--- src/rtl/ssdec_scan.sv ---
// ssdec_scan: sequential binary-to-BCD seven-segment driver with free-running digit scan.
// Define SSDEC_LZB_EN to blank leading zero digits.
module ssdec_scan #(
  parameter int WIDTH    = 9,
  parameter int DIGITS   = 3,
  parameter int SCAN_DIV = 4
) (
  input  logic                  clk,
  input  logic                  rst,
  input  logic                  start,
  input  logic [WIDTH-1:0]      value,
  output logic                  busy,
  output logic                  done,
  output logic                  overflow,
  output logic [7*DIGITS-1:0]   segments,
  output logic [DIGITS-1:0]     digit_sel,
  output logic [6:0]            seg_out
);
  localparam int BW = 4 * DIGITS;
  localparam int CW = $clog2(WIDTH + 1);
  localparam int PW = SCAN_DIV > 1 ? $clog2(SCAN_DIV) : 1;
  localparam int IW = DIGITS > 1 ? $clog2(DIGITS) : 1;
  localparam logic [63:0] LIM = 64'(10 ** DIGITS);
  localparam logic [6:0] DASH = 7'b1000000;
`ifdef SSDEC_LZB_EN
  localparam bit LZB = 1'b1;
`else
  localparam bit LZB = 1'b0;
`endif

  typedef enum logic [1:0] {IDLE, CONV, UPDATE} state_t;

  state_t              state_q, state_d;
  logic [WIDTH-1:0]    shift_q, shift_d;
  logic [BW-1:0]       bcd_q, bcd_d, bcd_adj;
  logic [CW-1:0]       cnt_q, cnt_d;
  logic                ovf_p_q, ovf_p_d;
  logic                overflow_q, overflow_d;
  logic                done_q, done_d;
  logic [7*DIGITS-1:0] segments_q, segments_d, seg_new;
  logic [PW-1:0]       presc_q, presc_d;
  logic [IW-1:0]       idx_q, idx_d;
  logic [DIGITS-1:0]   digit_sel_q, digit_sel_d;
  logic                presc_wrap, seen;

  function automatic logic [6:0] seg7(input logic [3:0] n);
    case (n)
      4'd0: seg7 = 7'b0111111;
      4'd1: seg7 = 7'b0000110;
      4'd2: seg7 = 7'b1011011;
      4'd3: seg7 = 7'b1001111;
      4'd4: seg7 = 7'b1100110;
      4'd5: seg7 = 7'b1101101;
      4'd6: seg7 = 7'b1111101;
      4'd7: seg7 = 7'b0000111;
      4'd8: seg7 = 7'b1111111;
      4'd9: seg7 = 7'b1101111;
      default: seg7 = 7'b0000000;
    endcase
  endfunction

  always_comb begin
    state_d    = state_q;
    shift_d    = shift_q;
    bcd_d      = bcd_q;
    cnt_d      = cnt_q;
    ovf_p_d    = ovf_p_q;
    overflow_d = overflow_q;
    segments_d = segments_q;
    done_d     = 1'b0;
    seen       = 1'b0;
    bcd_adj    = '0;
    seg_new    = '0;
    for (int i = 0; i < DIGITS; i++)
      bcd_adj[4*i+:4] = bcd_q[4*i+:4] >= 4'd5 ? bcd_q[4*i+:4] + 4'd3 : bcd_q[4*i+:4];
    // scan from the top so each digit knows whether anything nonzero sits above it
    for (int i = DIGITS - 1; i >= 0; i--) begin
      seen = seen | (bcd_q[4*i+:4] != 4'd0);
      seg_new[7*i+:7] = ovf_p_q ? DASH : (LZB && !seen && i != 0) ? 7'd0 : seg7(bcd_q[4*i+:4]);
    end
    case (state_q)
      IDLE: if (start) begin
        shift_d = value;
        bcd_d   = '0;
        cnt_d   = '0;
        ovf_p_d = 64'(value) >= LIM;
        state_d = CONV;
      end
      CONV: begin
        bcd_d   = {bcd_adj[BW-2:0], shift_q[WIDTH-1]};
        shift_d = shift_q << 1;
        cnt_d   = cnt_q + CW'(1);
        state_d = cnt_q == CW'(WIDTH - 1) ? UPDATE : CONV;
      end
      UPDATE: begin
        segments_d = seg_new;
        overflow_d = ovf_p_q;
        done_d     = 1'b1;
        state_d    = IDLE;
      end
      default: state_d = IDLE;
    endcase
  end

  always_comb begin
    presc_wrap  = presc_q == PW'(SCAN_DIV - 1);
    presc_d     = presc_wrap ? '0 : presc_q + PW'(1);
    idx_d       = !presc_wrap ? idx_q : (idx_q == IW'(DIGITS - 1)) ? '0 : idx_q + IW'(1);
    digit_sel_d = DIGITS'(1) << idx_d;
    seg_out     = '0;
    for (int i = 0; i < DIGITS; i++)
      seg_out = idx_q == IW'(i) ? segments_q[7*i+:7] : seg_out;
  end

  always_ff @(posedge clk) begin
    if (rst) begin
      state_q     <= IDLE;
      shift_q     <= '0;
      bcd_q       <= '0;
      cnt_q       <= '0;
      ovf_p_q     <= 1'b0;
      overflow_q  <= 1'b0;
      done_q      <= 1'b0;
      segments_q  <= '0;
      presc_q     <= '0;
      idx_q       <= '0;
      digit_sel_q <= DIGITS'(1);
    end else begin
      state_q     <= state_d;
      shift_q     <= shift_d;
      bcd_q       <= bcd_d;
      cnt_q       <= cnt_d;
      ovf_p_q     <= ovf_p_d;
      overflow_q  <= overflow_d;
      done_q      <= done_d;
      segments_q  <= segments_d;
      presc_q     <= presc_d;
      idx_q       <= idx_d;
      digit_sel_q <= digit_sel_d;
    end
  end

  assign busy      = state_q != IDLE;
  assign done      = done_q;
  assign overflow  = overflow_q;
  assign segments  = segments_q;
  assign digit_sel = digit_sel_q;
endmodule
--- config.mk ---
export PLATFORM = sky130hd
export DESIGN_NAME = ssdec_scan
export DESIGN_NICKNAME = d
export VERILOG_FILES = /design/src/rtl/ssdec_scan.sv
export SDC_FILE = /design/constraint.sdc
export NUM_CORES = 1
export LEC_CHECK = 0
export BUFFER_PORTS_ARGS = -buffer_cell sky130_fd_sc_hd__buf_4
export CORE_ASPECT_RATIO = 0.7
export CORE_MARGIN = 3
export CORE_UTILIZATION = 30
export DETAILED_ROUTE_END_ITERATION = 8
export GPL_TIMING_DRIVEN = 0
export SKIP_LAST_GASP = 1
export SLEW_MARGIN = 10
export SYNTH_ARGS = -nofsm -noshare
export SYNTH_HDL_FRONTEND = slang
export SYNTH_SLANG_ARGS = --single-unit
--- constraint.sdc ---
create_clock -name clk -period 1.75 [get_ports clk]
set_input_delay 0.2625 -clock clk [delete_from_list [all_inputs] [get_ports clk]]
set_output_delay 0.2625 -clock clk [all_outputs]
set_load 0.02 [all_outputs]
Word level (Yosys, flattened, before mapping)
Memory sizes are Yosys's and may differ from the RTL's. A register that Yosys moved wholly into a read port is not among the register bits. Index checks and enable logic that the tools add are counted. Widths: inputs -> output; s select.

Output and inout port bits: 34. Bits in read-only memories: 336. Memories kept: 3. Register bits: 35. Word-level logic and storage cells: 52.

Shift operators: 1. $add $sub $neg: 6. Order comparisons: 3. Muxes and demuxes: 18. Equality and inequality tests: 7. Reduce and logical (&&, ||, !) cells: 6.

Memories: (name not given) (depth 16, width 7, rd ports 1, clocked after Yosys merged registers in 1, wr ports 0, line 47) `case (n)`; (name not given) (depth 16, width 7, rd ports 1, clocked after Yosys merged registers in 1, wr ports 0, line 47); (name not given) (depth 16, width 7, rd ports 1, clocked after Yosys merged registers in 1, wr ports 0, line 47).

Operators with widths (number): $pmux 12 s2 (1); $mux 7 (3); $pmux 9 s2 (1); $ge 4x3->1 const B (3); $mux 12 (1); $mux 4 (3); $mux 9 (1); $add 4x2->4 const B (2); $mux 2 (4); $pmux 4 s2 (1); $eq 2x2->1 const B (3); $add 2x1->2 const B (2); $add 4x1->4 const B (1); $eq 2x1->1 const B (2); $eq 4x4->1 const B (1); $logic_not 2->1 (2); $pmux 2 s2 (1); $reduce_bool 2->1 (2); $add 3x2->3 const B (1); $mux 3 (1); $shl 1x2->3 const A (1); $ne 2x2->1 const B (1); $reduce_and 2->1 (1); $reduce_or 2->1 (1); $mux 1 (1).

Logic depth before layout (Yosys ltp)
Depth in word-level cells: 4. Gate-level depth with buffers: 7. Depth with buffers taken out: 7.

Worst setup path after synthesis
OpenSTA, ideal clock, no wires.

Kind: register to register. Start point: reg bcd_q[5]. End point: reg bcd_q[7]. Clock period less this slack: 1.676 ns. Library setup time: 0.117 ns. Stages on the path, launching flop included: 7. Arrival time: 1.560 ns. Path slack: 0.074 ns. Cell sequence: dfxtp_1 > inv_1 > ha_1 > ha_1 > o21bai_1 > a22o_1 > a22o_1.

Longest elaborated chain between the ends: 3.

RTL lines: from (decl) (line 35) `logic [BW-1:0] bcd_q, bcd_d, bcd_adj;`; from (signal assigned) (line 119) `bcd_q <= '0;`; from (signal assigned) (line 131) `bcd_q <= bcd_d;`; $add 4x2->4 / $ge 4x3->1 (equally long branches) (line 75) `bcd_adj[4*i+:4] = bcd_q[4*i+:4] >= 4'd5 ? bcd_q[4*i+:4] + 4'd3 : bcd_q[4*i+:4];`; $mux 4 * (line 75); $pmux 12 s2 * (line 81) `case (state_q)`.

Every way passes the cells marked *; elsewhere a longest branch is shown, timed or not. A chain may end at the register's enable or synchronous reset.

Final worst setup path
Ends and elaborated chain as after synthesis.

==> flow_summary.toml <==
[synth]
synth_top_family_by_area = "simple AND/OR/NAND/NOR gates"
synthAdderAreaFrac_pct = 10.28
synth_compound_area_share_pct = 19.10
synth_area_leaders = "dfxtp_1 38%, ha_1 10%, nor2_1 6.8%, a21oi_1 5.0%, mux2i_1 4.1%"
synth-edff-count = 0
synth-warning-count = 0
ys_async_sr_fraction_pct = 0
synth_xor_area_share_pct = 1.799
synth.distinct_cells = 43
netlist.area_leader.share_pct = 38.37
ys_seq_area_share_pct = 38.37
synth.area.mux_share_pct = 4.111
syn-instance-count = 354
synth_simple_gate_area_share_pct = 20.26
syn_area_um2 = 2922
synth-seq-cells = 56
syn-num-nets = 390
syn_area_per_cell_um2 = 8.253
synth_top_cell_by_area = "dfxtp_1"
ys.flop_type = "dfxtp_1"

[grt]
grt_pass1_wl_mm = 12.15
grt_max_degree = 19
grt_pass1_vias = 2331
grt_overflow = 0
antenna_found_initial = 0
track_usage_pct = 14.06

[drt]
via_count = 2564
drtIter0Drc = 181
drc = 0
wl_per_cell_um = 14.26
post_drt_via_cell_ratio = 4.838
drt-met1-wl_mm = 3.957
first_pass_iters = 4
maxUsedRoutingLayer = "met4"
detail-route-antenna-nets = 0
wl_met2_mm = 3.329
drt-total-wl_mm = 7.557
met3WireLength_um = 228

[setup_path]
required_ps = 1940
rrSetupSlack_ps = 60
critPathCaptureType = "register"
crit_path_start_kind = "register"
path_class = "reg -> reg"
critPathMaxFanout = 8
r2r-start = "bcd_q[5]"
crit_arrival_ps = 1880
ff2ff_path_depth = 6
regToRegEndpoint = "bcd_q[7]"

[placed_design]
place_inst = 522
place.port_buffers = 44
post-place-ws_ps = -144.5
dp_hpwl_mm = 5.705
gp_congestion = 0.8273

[min_path]
hold_class = "in -> reg"
hold_path_startpoint = "value[0]"
min_to = "shift_q[0]"
hold-path-cell-count = 3

[clock_tree]
clk_latency_ps = 290
cts.clk_slew.worst_paths_ps = 70
cts.sinks = 56
cts_buffers = 5
cts.path.max_buffers = 2
postCtsSetupBuffers = 0
holdBufCountCts = 0
cts_tree = "built"
ctsRootBufferMaster = "clkbuf_16"
htree_levels = 2

[run]
timing.max_cap.violations = 0

[sta]
final.setup_skew_ps = 5.701
slew_viol_final = 0
rsz0062_at_grt = "yes"
holdWs_ps = 234.3
tightest_slew_ps = 578.9
period_share_pct = 96.67
finalWorstSetupSlack_ps = 58.20
relSlewSlack_pct = 61.41
setup_tns_ps = 0
fmax_ghz = 0.5911
hold_violations = 0
period_minus_slack_ps = 1692
setup_viol = 0

[cells_and_area]
final_common_cell = "nor2_1"
final_layout_size_suffix_gt1_share_pct = 19.70
antenna-diode-count = 0
mostFrequentLayoutCells = "53 x nor2_1, 52 x dfxtp_1, 48 x buf_4"
fillers = 944
fin_cells = 530
synthToLayoutAreaGrowth_pct = 22.27
final_nets = 441

[die]
row_count = 29
die_w_um = 124.0
die_height_um = 88.57
die-area_um2 = 10980
initial_core_util_pct = 31.58
ioPinCount = 46
core_area_um2 = 9253

[pwr]
leakage_nw = 1.443
finalPower_mw = 2.552
power_density_nw_per_um2 = 714.4
vdd_drop_max_uv = 487.8

[outcome]
status = "finished, final reports clean"
[routing by layer]
metal	global-route usage, %	vias to the layer above
met5	0	-
met1	20.90	1205
met2	21.48	41
met3	2.300	4
li1	-	1314
met4	2.982	0
[Yosys cell counts, types with 2 or more instances]
cell,number
dfxtp_1,56
nor2_1,53
a21oi_1,29
nand2_1,26
ha_1,24
o21ai_0,18
inv_1,16
nand2b_1,14
buf_2,13
mux2i_1,12
a22o_1,9
nor3_1,9
nor4_1,8
a211oi_1,7
nand3_1,6
o211ai_1,6
xnor2_1,6
buf_1,4
o22ai_1,4
buf_4,3
clkbuf_1,3
nand3b_1,3
a21o_1,2
and2b_1,2
o21a_1,2
o21ai_1,2
[worst max-delay path: stages, from the launching register on]
cell	delay (ps)
dfxtp_4	380
inv_1	170
ha_2	250
ha_1	270
o21bai_1	170
a22o_1	170
a22o_1	190
[layout make-up]
class                           count  area, µm²  area share, %
Clock inverter                      3      23.77         0.6655
Inverter                           16      60.06          1.681
Buffer                             23      117.6          3.292
Sequential cell                    56       1131          31.66
Timing Repair Buffer               44      330.3          9.247
Tap cell                          124      155.1          4.343
Multi-Input combinational cell    259       1629          45.60
Clock buffer                        5      125.1          3.503
[per-stage QoR]
stage	utilization (%)	cell area, µm²
after floorplan	-	2922
after global placement	36.82	3407
after detailed placement	36.82	3407
after CTS	38.51	3563
after global routing	38.61	3572
final	38.61	3572
[how the worst max path moves through the flow]
stage | endpoint | start | slack, ps | depth (start not counted)
3_5_place_dp | bcd_q[7] | bcd_q[5] | -140 | 6
6_report | bcd_q[7] | bcd_q[5] | 60 | 6
2_1_floorplan | bcd_q[7] | bcd_q[5] | 70 | 6
4_1_cts | bcd_q[7] | bcd_q[5] | -30 | 6
3_3_place_gp | bcd_q[7] | bcd_q[5] | -110 | 6
5_1_grt | bcd_q[7] | bcd_q[5] | -40 | 6
[cells by family after synthesis]
| logic type | Yosys count |
|---|---|
| flops | 56 |
| fa+ha+maj | 24 |
| buf+inv | 39 |
| other cells | 1 |
| mux | 12 |
| simple gates | 128 |
| compound gates | 88 |
| xor+xnor | 6 |
[flip-flops by register name, indices dropped and copies added (netlist names)]
name       flops
segments      21
bcd_q         12
shift_q        9
cnt_q          4
digit_sel      3
idx_q          2
presc_q        2
state_q        2
done           1
[power by group]
group	total (mW)	internal [mW]	switching, mW	leakage (nW)
Combinational	0.212	0.0824	0.129	0.920
Sequential	1.33	1.31	0.0240	0.457
Clock	1.01	0.534	0.475	0.0660
Total	2.55	1.92	0.628	1.44
[timing repair]
| item | in CTS | in global routing |
|---|---|---|
| gates resized for setup | 5 | 4 |
| pin swaps | 0 | 0 |
| gates cloned | 0 | 0 |
| setup endpoints to repair | 5 | 2 |
No activity file was read; power rests on OpenSTA's default activity.
